<file path="config.mk">
export PLATFORM = sky130hd
export DESIGN_NAME = note_sequencer
export DESIGN_NICKNAME = d
export VERILOG_FILES = /design/src/rtl/note_sequencer.sv
export SDC_FILE = /design/constraint.sdc
export NUM_CORES = 1
export LEC_CHECK = 0
export ABC_AREA = 1
export BUFFER_PORTS_ARGS = -buffer_cell sky130_fd_sc_hd__buf_4
export CAP_MARGIN = 30
export CELL_PAD_IN_SITES_DETAIL_PLACEMENT = 0
export CELL_PAD_IN_SITES_GLOBAL_PLACEMENT = 2
export CORE_ASPECT_RATIO = 0.5
export CORE_UTILIZATION = 36
export CTS_CLUSTER_SIZE = 16
export DETAILED_ROUTE_END_ITERATION = 8
export PLACE_DENSITY = 0.81
export SYNTH_ARGS = -nofsm -noshare
export SYNTH_HDL_FRONTEND = slang
export SYNTH_SLANG_ARGS = --single-unit
</file>
<file path="constraint.sdc">
create_clock -name clk -period 1.88 [get_ports clk]
set_clock_uncertainty 0.1 [all_clocks]
set_input_delay 0.094 -clock clk [delete_from_list [all_inputs] [get_ports clk]]
set_output_delay 0.094 -clock clk [all_outputs]
set_load 0.01 [all_outputs]
</file>
<file path="src/rtl/note_sequencer.sv">
// Eight-step note sequencer: plays {period, duration} entries in order,
// feeding a wave generator with a period and a gate, with optional looping.
module note_sequencer #(
  parameter int unsigned TICK_DIV = 1000
) (
  input  logic        clk,
  input  logic        reset,
  input  logic        start,
  input  logic        stop,
  input  logic        loop_en,
  input  logic [2:0]  last_step,
  input  logic        wr_en,
  input  logic [2:0]  wr_addr,
  input  logic [31:0] wr_period,
  input  logic [15:0] wr_dur,
  output logic [31:0] period,
  output logic        gate,
  output logic [2:0]  step_idx,
  output logic        busy,
  output logic        done
);

  typedef enum logic [1:0] {
    IDLE = 2'd0,
    LOAD = 2'd1,
    PLAY = 2'd2
  } state_t;

  localparam logic [15:0] PRESC_MAX = 16'(TICK_DIV - 32'd1);

  state_t      state_r, state_nx;
  logic [31:0] tbl_period [8];
  logic [15:0] tbl_dur [8];
  logic [15:0] presc_r, presc_nx;
  logic [15:0] dur_r, dur_nx;
  logic [2:0]  last_r, last_nx;
  logic [2:0]  step_nx;
  logic [31:0] period_nx;
  logic        gate_nx;
  logic        done_nx;
  logic [31:0] ld_period_s;
  logic [15:0] ld_dur_s;

  assign ld_period_s = tbl_period[step_idx];
  assign ld_dur_s    = tbl_dur[step_idx];
  assign busy        = (state_r != IDLE);

  // Step table; the playing step keeps its own copy, so writes never disturb it
  always_ff @(posedge clk) begin
    if (wr_en) begin
      tbl_period[wr_addr] <= wr_period;
      tbl_dur[wr_addr]    <= wr_dur;
    end
  end

  // Next-state and next-output logic
  always_comb begin
    state_nx  = state_r;
    presc_nx  = presc_r;
    dur_nx    = dur_r;
    last_nx   = last_r;
    step_nx   = step_idx;
    period_nx = period;
    gate_nx   = gate;
    done_nx   = 1'b0;
    if (stop) begin
      state_nx  = IDLE;
      presc_nx  = 16'd0;
      dur_nx    = 16'd0;
      step_nx   = 3'd0;
      period_nx = 32'd0;
      gate_nx   = 1'b0;
    end else begin
      case (state_r)
        IDLE: begin
          if (start) begin
            last_nx  = last_step;
            step_nx  = 3'd0;
            state_nx = LOAD;
          end else begin
            state_nx = IDLE;
          end
        end
        LOAD: begin
          period_nx = ld_period_s;
          gate_nx   = (ld_period_s != 32'd0);
          dur_nx    = (ld_dur_s == 16'd0) ? 16'd1 : ld_dur_s;
          presc_nx  = 16'd0;
          state_nx  = PLAY;
        end
        PLAY: begin
          if (presc_r == PRESC_MAX) begin
            presc_nx = 16'd0;
            if (dur_r == 16'd1) begin
              dur_nx = 16'd0;
              if (step_idx != last_r) begin
                step_nx  = step_idx + 3'd1;
                state_nx = LOAD;
              end else if (loop_en) begin
                step_nx  = 3'd0;
                state_nx = LOAD;
              end else begin
                state_nx  = IDLE;
                period_nx = 32'd0;
                gate_nx   = 1'b0;
                done_nx   = 1'b1;
              end
            end else begin
              dur_nx = dur_r - 16'd1;
            end
          end else begin
            presc_nx = presc_r + 16'd1;
          end
        end
        default: begin
          state_nx  = IDLE;
          step_nx   = 3'd0;
          period_nx = 32'd0;
          gate_nx   = 1'b0;
        end
      endcase
    end
  end

  // State, counters and registered outputs
  always_ff @(posedge clk or posedge reset) begin
    if (reset) begin
      state_r  <= IDLE;
      presc_r  <= 16'd0;
      dur_r    <= 16'd0;
      last_r   <= 3'd0;
      step_idx <= 3'd0;
      period   <= 32'd0;
      gate     <= 1'b0;
      done     <= 1'b0;
    end else begin
      state_r  <= state_nx;
      presc_r  <= presc_nx;
      dur_r    <= dur_nx;
      last_r   <= last_nx;
      step_idx <= step_nx;
      period   <= period_nx;
      gate     <= gate_nx;
      done     <= done_nx;
    end
  end

endmodule

</file>
==> summary.txt <==
Synth
  – Main synth FF type: edfxtp_1
  – Avg Cell Area, Syn: 10.1 um2
  – Synth top area cells: edfxtp_1, nand2_1, dfrtp_1, nand3_1, inv_1
  – Fraction of registers with async set/reset: 16.2%
  – Dominant cell type by area after synthesis: edfxtp_1
  – Post-Synthesis Cells: 2004
  – Syn_nets: 2068
  – Post-synth EDFFs: 384
  – Syn Std Cell Area: 0.0201 mm2
  – Most common cell in the netlist: nand2_1
  – Sequential fraction of the synthesis area: 66.4%
  – Warnings, synthesis: 0
  – Yosys reg bits: 458
  – Synth top cells by count: nand2_1, edfxtp_1, inv_1
  – Post-synth top area share: 57.2%
  – Netlist cell types: 39

Cells and area
  – Area Growth Syn to Fin: 28.7%
  – Ant. Diodes: 0
  – Share of cells above drive strength 1: 19.9%
  – Nets@finish: 2399
  – Fill cells: 5089

Power
  – P_leak: 11.2 nW
  – Worst VDD drop: 591 uV
  – Power Density: 972 mW/mm2

Timing
  – Total negative slack: -5.81 ns
  – Final Critical Period: 2.13 ns
  – Slew Limit Fails: 0
  – Final period util: 113%
  – RSZ-0062 raised after global routing: yes
  – Highest clock rate: 470 MHz
  – Hold Violations, Final: 0
  – Setup Viol. Count Final: 52
  – Final setup margin: -0.249 ns
  – Max_slew headroom: 64.4%
  – Worst slew pin tran: 0.533 ns

Status
  – Failing checks: negative setup slack
  – Status: finished with violations

Global routing
  – Initial antenna violation count: 0
  – Total GRT Usage: 18.8%
  – Grt ovf: 0
  – First-pass GRT wire length: 82.7 mm
  – Pin count of the biggest net entering global routing: 49
  – Vias in the first global route: 14.3k

Floorplan
  – Std-Cell Rows: 60
  – Die area: 0.0570 mm2
  – Initial core utilization: 37.0%
  – Die height: 169 um
  – Die X-Extent: 337 um
  – Core area: 0.0545 mm2
  – Top-Level Pins: 98

Clock tree
  – Clk slew on worst S/H paths: 0.06 ns
  – Root buf cell: clkbuf_16
  – Max clock buf depth: 3
  – Clk_lat worst skew: 0.56 ns
  – CTS Buf Count: 45
  – H-tree Lvls: 2
  – CTS tree: yes
  – Num Clock Sinks: 458

Setup path
  – Slowest-stage cell, CP: dfrtp_4
  – Buf/Inv on CP: 4
  – Largest delay share family, worst path: simple AND/OR/NAND/NOR gates
  – Worst setup EP type: flop
  – Max FO, Critical Path: 7
  – Worst-path cell chain: buf_12 -> inv_16 -> buf_12 -> buf_4 -> nand2_1 -> nand3_1 -> nand3_1 -> nand2_2 -> nand2_2 -> nor2_4 -> nand2_2 -> nor2_4 -> nand2_1 -> nand2_1 -> nand2_1
  – Critical Path RT: 2.23 ns
  – Most numerous cell on the critical path: nand2_1
  – Worst path max stage delay: 0.50 ns
  – Setup CP Type: reg2reg
  – WP data arrival: 2.48 ns
  – CP Launch Type: flop

Run
  – Max-Cap Viols: 0

Place
  – Routability cong.: 0.802
  – Post-DP HPWL: 32.1 mm
  – I/O Buffers: 97
  – Pre-CTS setup slack: -0.428 ns

Drt
  – Total wire length: 53.3 mm
  – DRT Pass-1 Iters: 5
  – Routed Antenna Nets: 0
  – DRT iter0 DRCs: 906
  – Routed WL per cell: 17.1 um
  – DRC violations left: 0
  – DR vias/cell: 4.64
  – Via count: 14.5k

Min path
  – Worst hold path class: in2async
[final timing paths]
path / from / end / slack [ns] / cells after the start
setup / recovery: step_idx[0] / gate / -0.25 / 15
hold / removal: reset / period[17] / 0.06 / 3
setup reg to reg: step_idx[0] / gate / -0.25 / 15
hold reg to reg: presc_r[9] / presc_r[9] / 0.37 / 1
max in group asynchronous: reset / dur_r[11] / 1.09 / 4
min in group clk: wr_addr[1] / tbl_period[6][5] / 0.07 / 3
[cells by family (layout without fill, tap and decap cells)]
family | count (synthesis) | after routing | synth area share, %
AO/OA/AOI/OAI | 122 | 122 | 3.29
XOR/XNOR | 12 | 12 | 0.522
adder cells (fa/ha/maj) | 4 | 4 | 0.248
buffers and inverters | 362 | 729 | 7.96
flip-flops | 458 | 458 | 66.4
AND/OR/NAND/NOR | 1046 | 1046 | 21.5
[flip-flops by register name, indices dropped and copies added, names as in the netlist]
| register | flops |
|---|---|
| done | 1 |
| dur_r | 16 |
| gate | 1 |
| last_r | 3 |
| period | 32 |
| presc_r | 16 |
| state_r | 2 |
| step_idx | 3 |
| tbl_dur | 128 |
| tbl_period | 256 |
[placed cells by master, fill, tap and decap left out, drive strengths merged, types with 12 or more instances in the layout]
cell         Yosys  final
a21oi           12     12
clkinv           1     15
o21ai           89     89
edfxtp         384    384
buf             71    305
nor3            13     13
nand3          235    235
clkbuf          18     69
dfrtp           74     74
nor2           100    100
dlygate4sd3      0     60
nand2          692    692
inv            272    273
[through the flow]
step	cells	hold WS [ns]	power (mW)	cell area [um2]	util [%]
finish	3115	0.0595	25.2	25900	47.6
global route	3115	0.0701	26.3	25900	47.6
CTS	3102	0.0416	25.2	25600	46.9
detailed placement	2943	0.0720	15.8	23100	42.4
global placement	2943	0.0664	15.8	23100	42.4
floorplan	2004	0.0929	14.0	20200	-
[per-layer routing]
metal	wire (um)	global-route usage (%)
met5	0	0
met4	821	3.91
met3	1900	2.27
met2	25800	32.2
met1	24800	25.8
[report_power, final]
| group | internal, mW | switching (mW) |
|---|---|---|
| sequential | 11.5 | 0.217 |
| clock | 5.27 | 3.81 |
| combinational | 1.94 | 2.41 |
[timing repair]
| item | in CTS | in global routing |
|---|---|---|
| resized for setup | 65 | 54 |
| endpoints found under the hold margin | 481 | 0 |
| hold buffers | 60 | 0 |
| cloned | 4 | 6 |
| pin swaps | 17 | 18 |
| endpoints found under the setup margin | 52 | 66 |
| setup buffers | 12 | 7 |
[worst min-delay path, stage by stage]
cell and delay (ns):
dlygate4sd3_1 0.54, buf_4 0.14, clkinvlp_4 0.36
[cell type report]
cell class	instances	area [um2]	share of cell area [%]
clock buffer	63	1230	4.76
tap	744	931	3.59
timing repair inverter	1	8.76	0.0338
clock inverter	20	225	0.869
multi-input combinational	1184	5430	20.9
inverter	273	1050	4.05
timing repair buffer	372	3650	14.1
sequential	458	13400	51.7
Power figures use the tool's default switching activity.
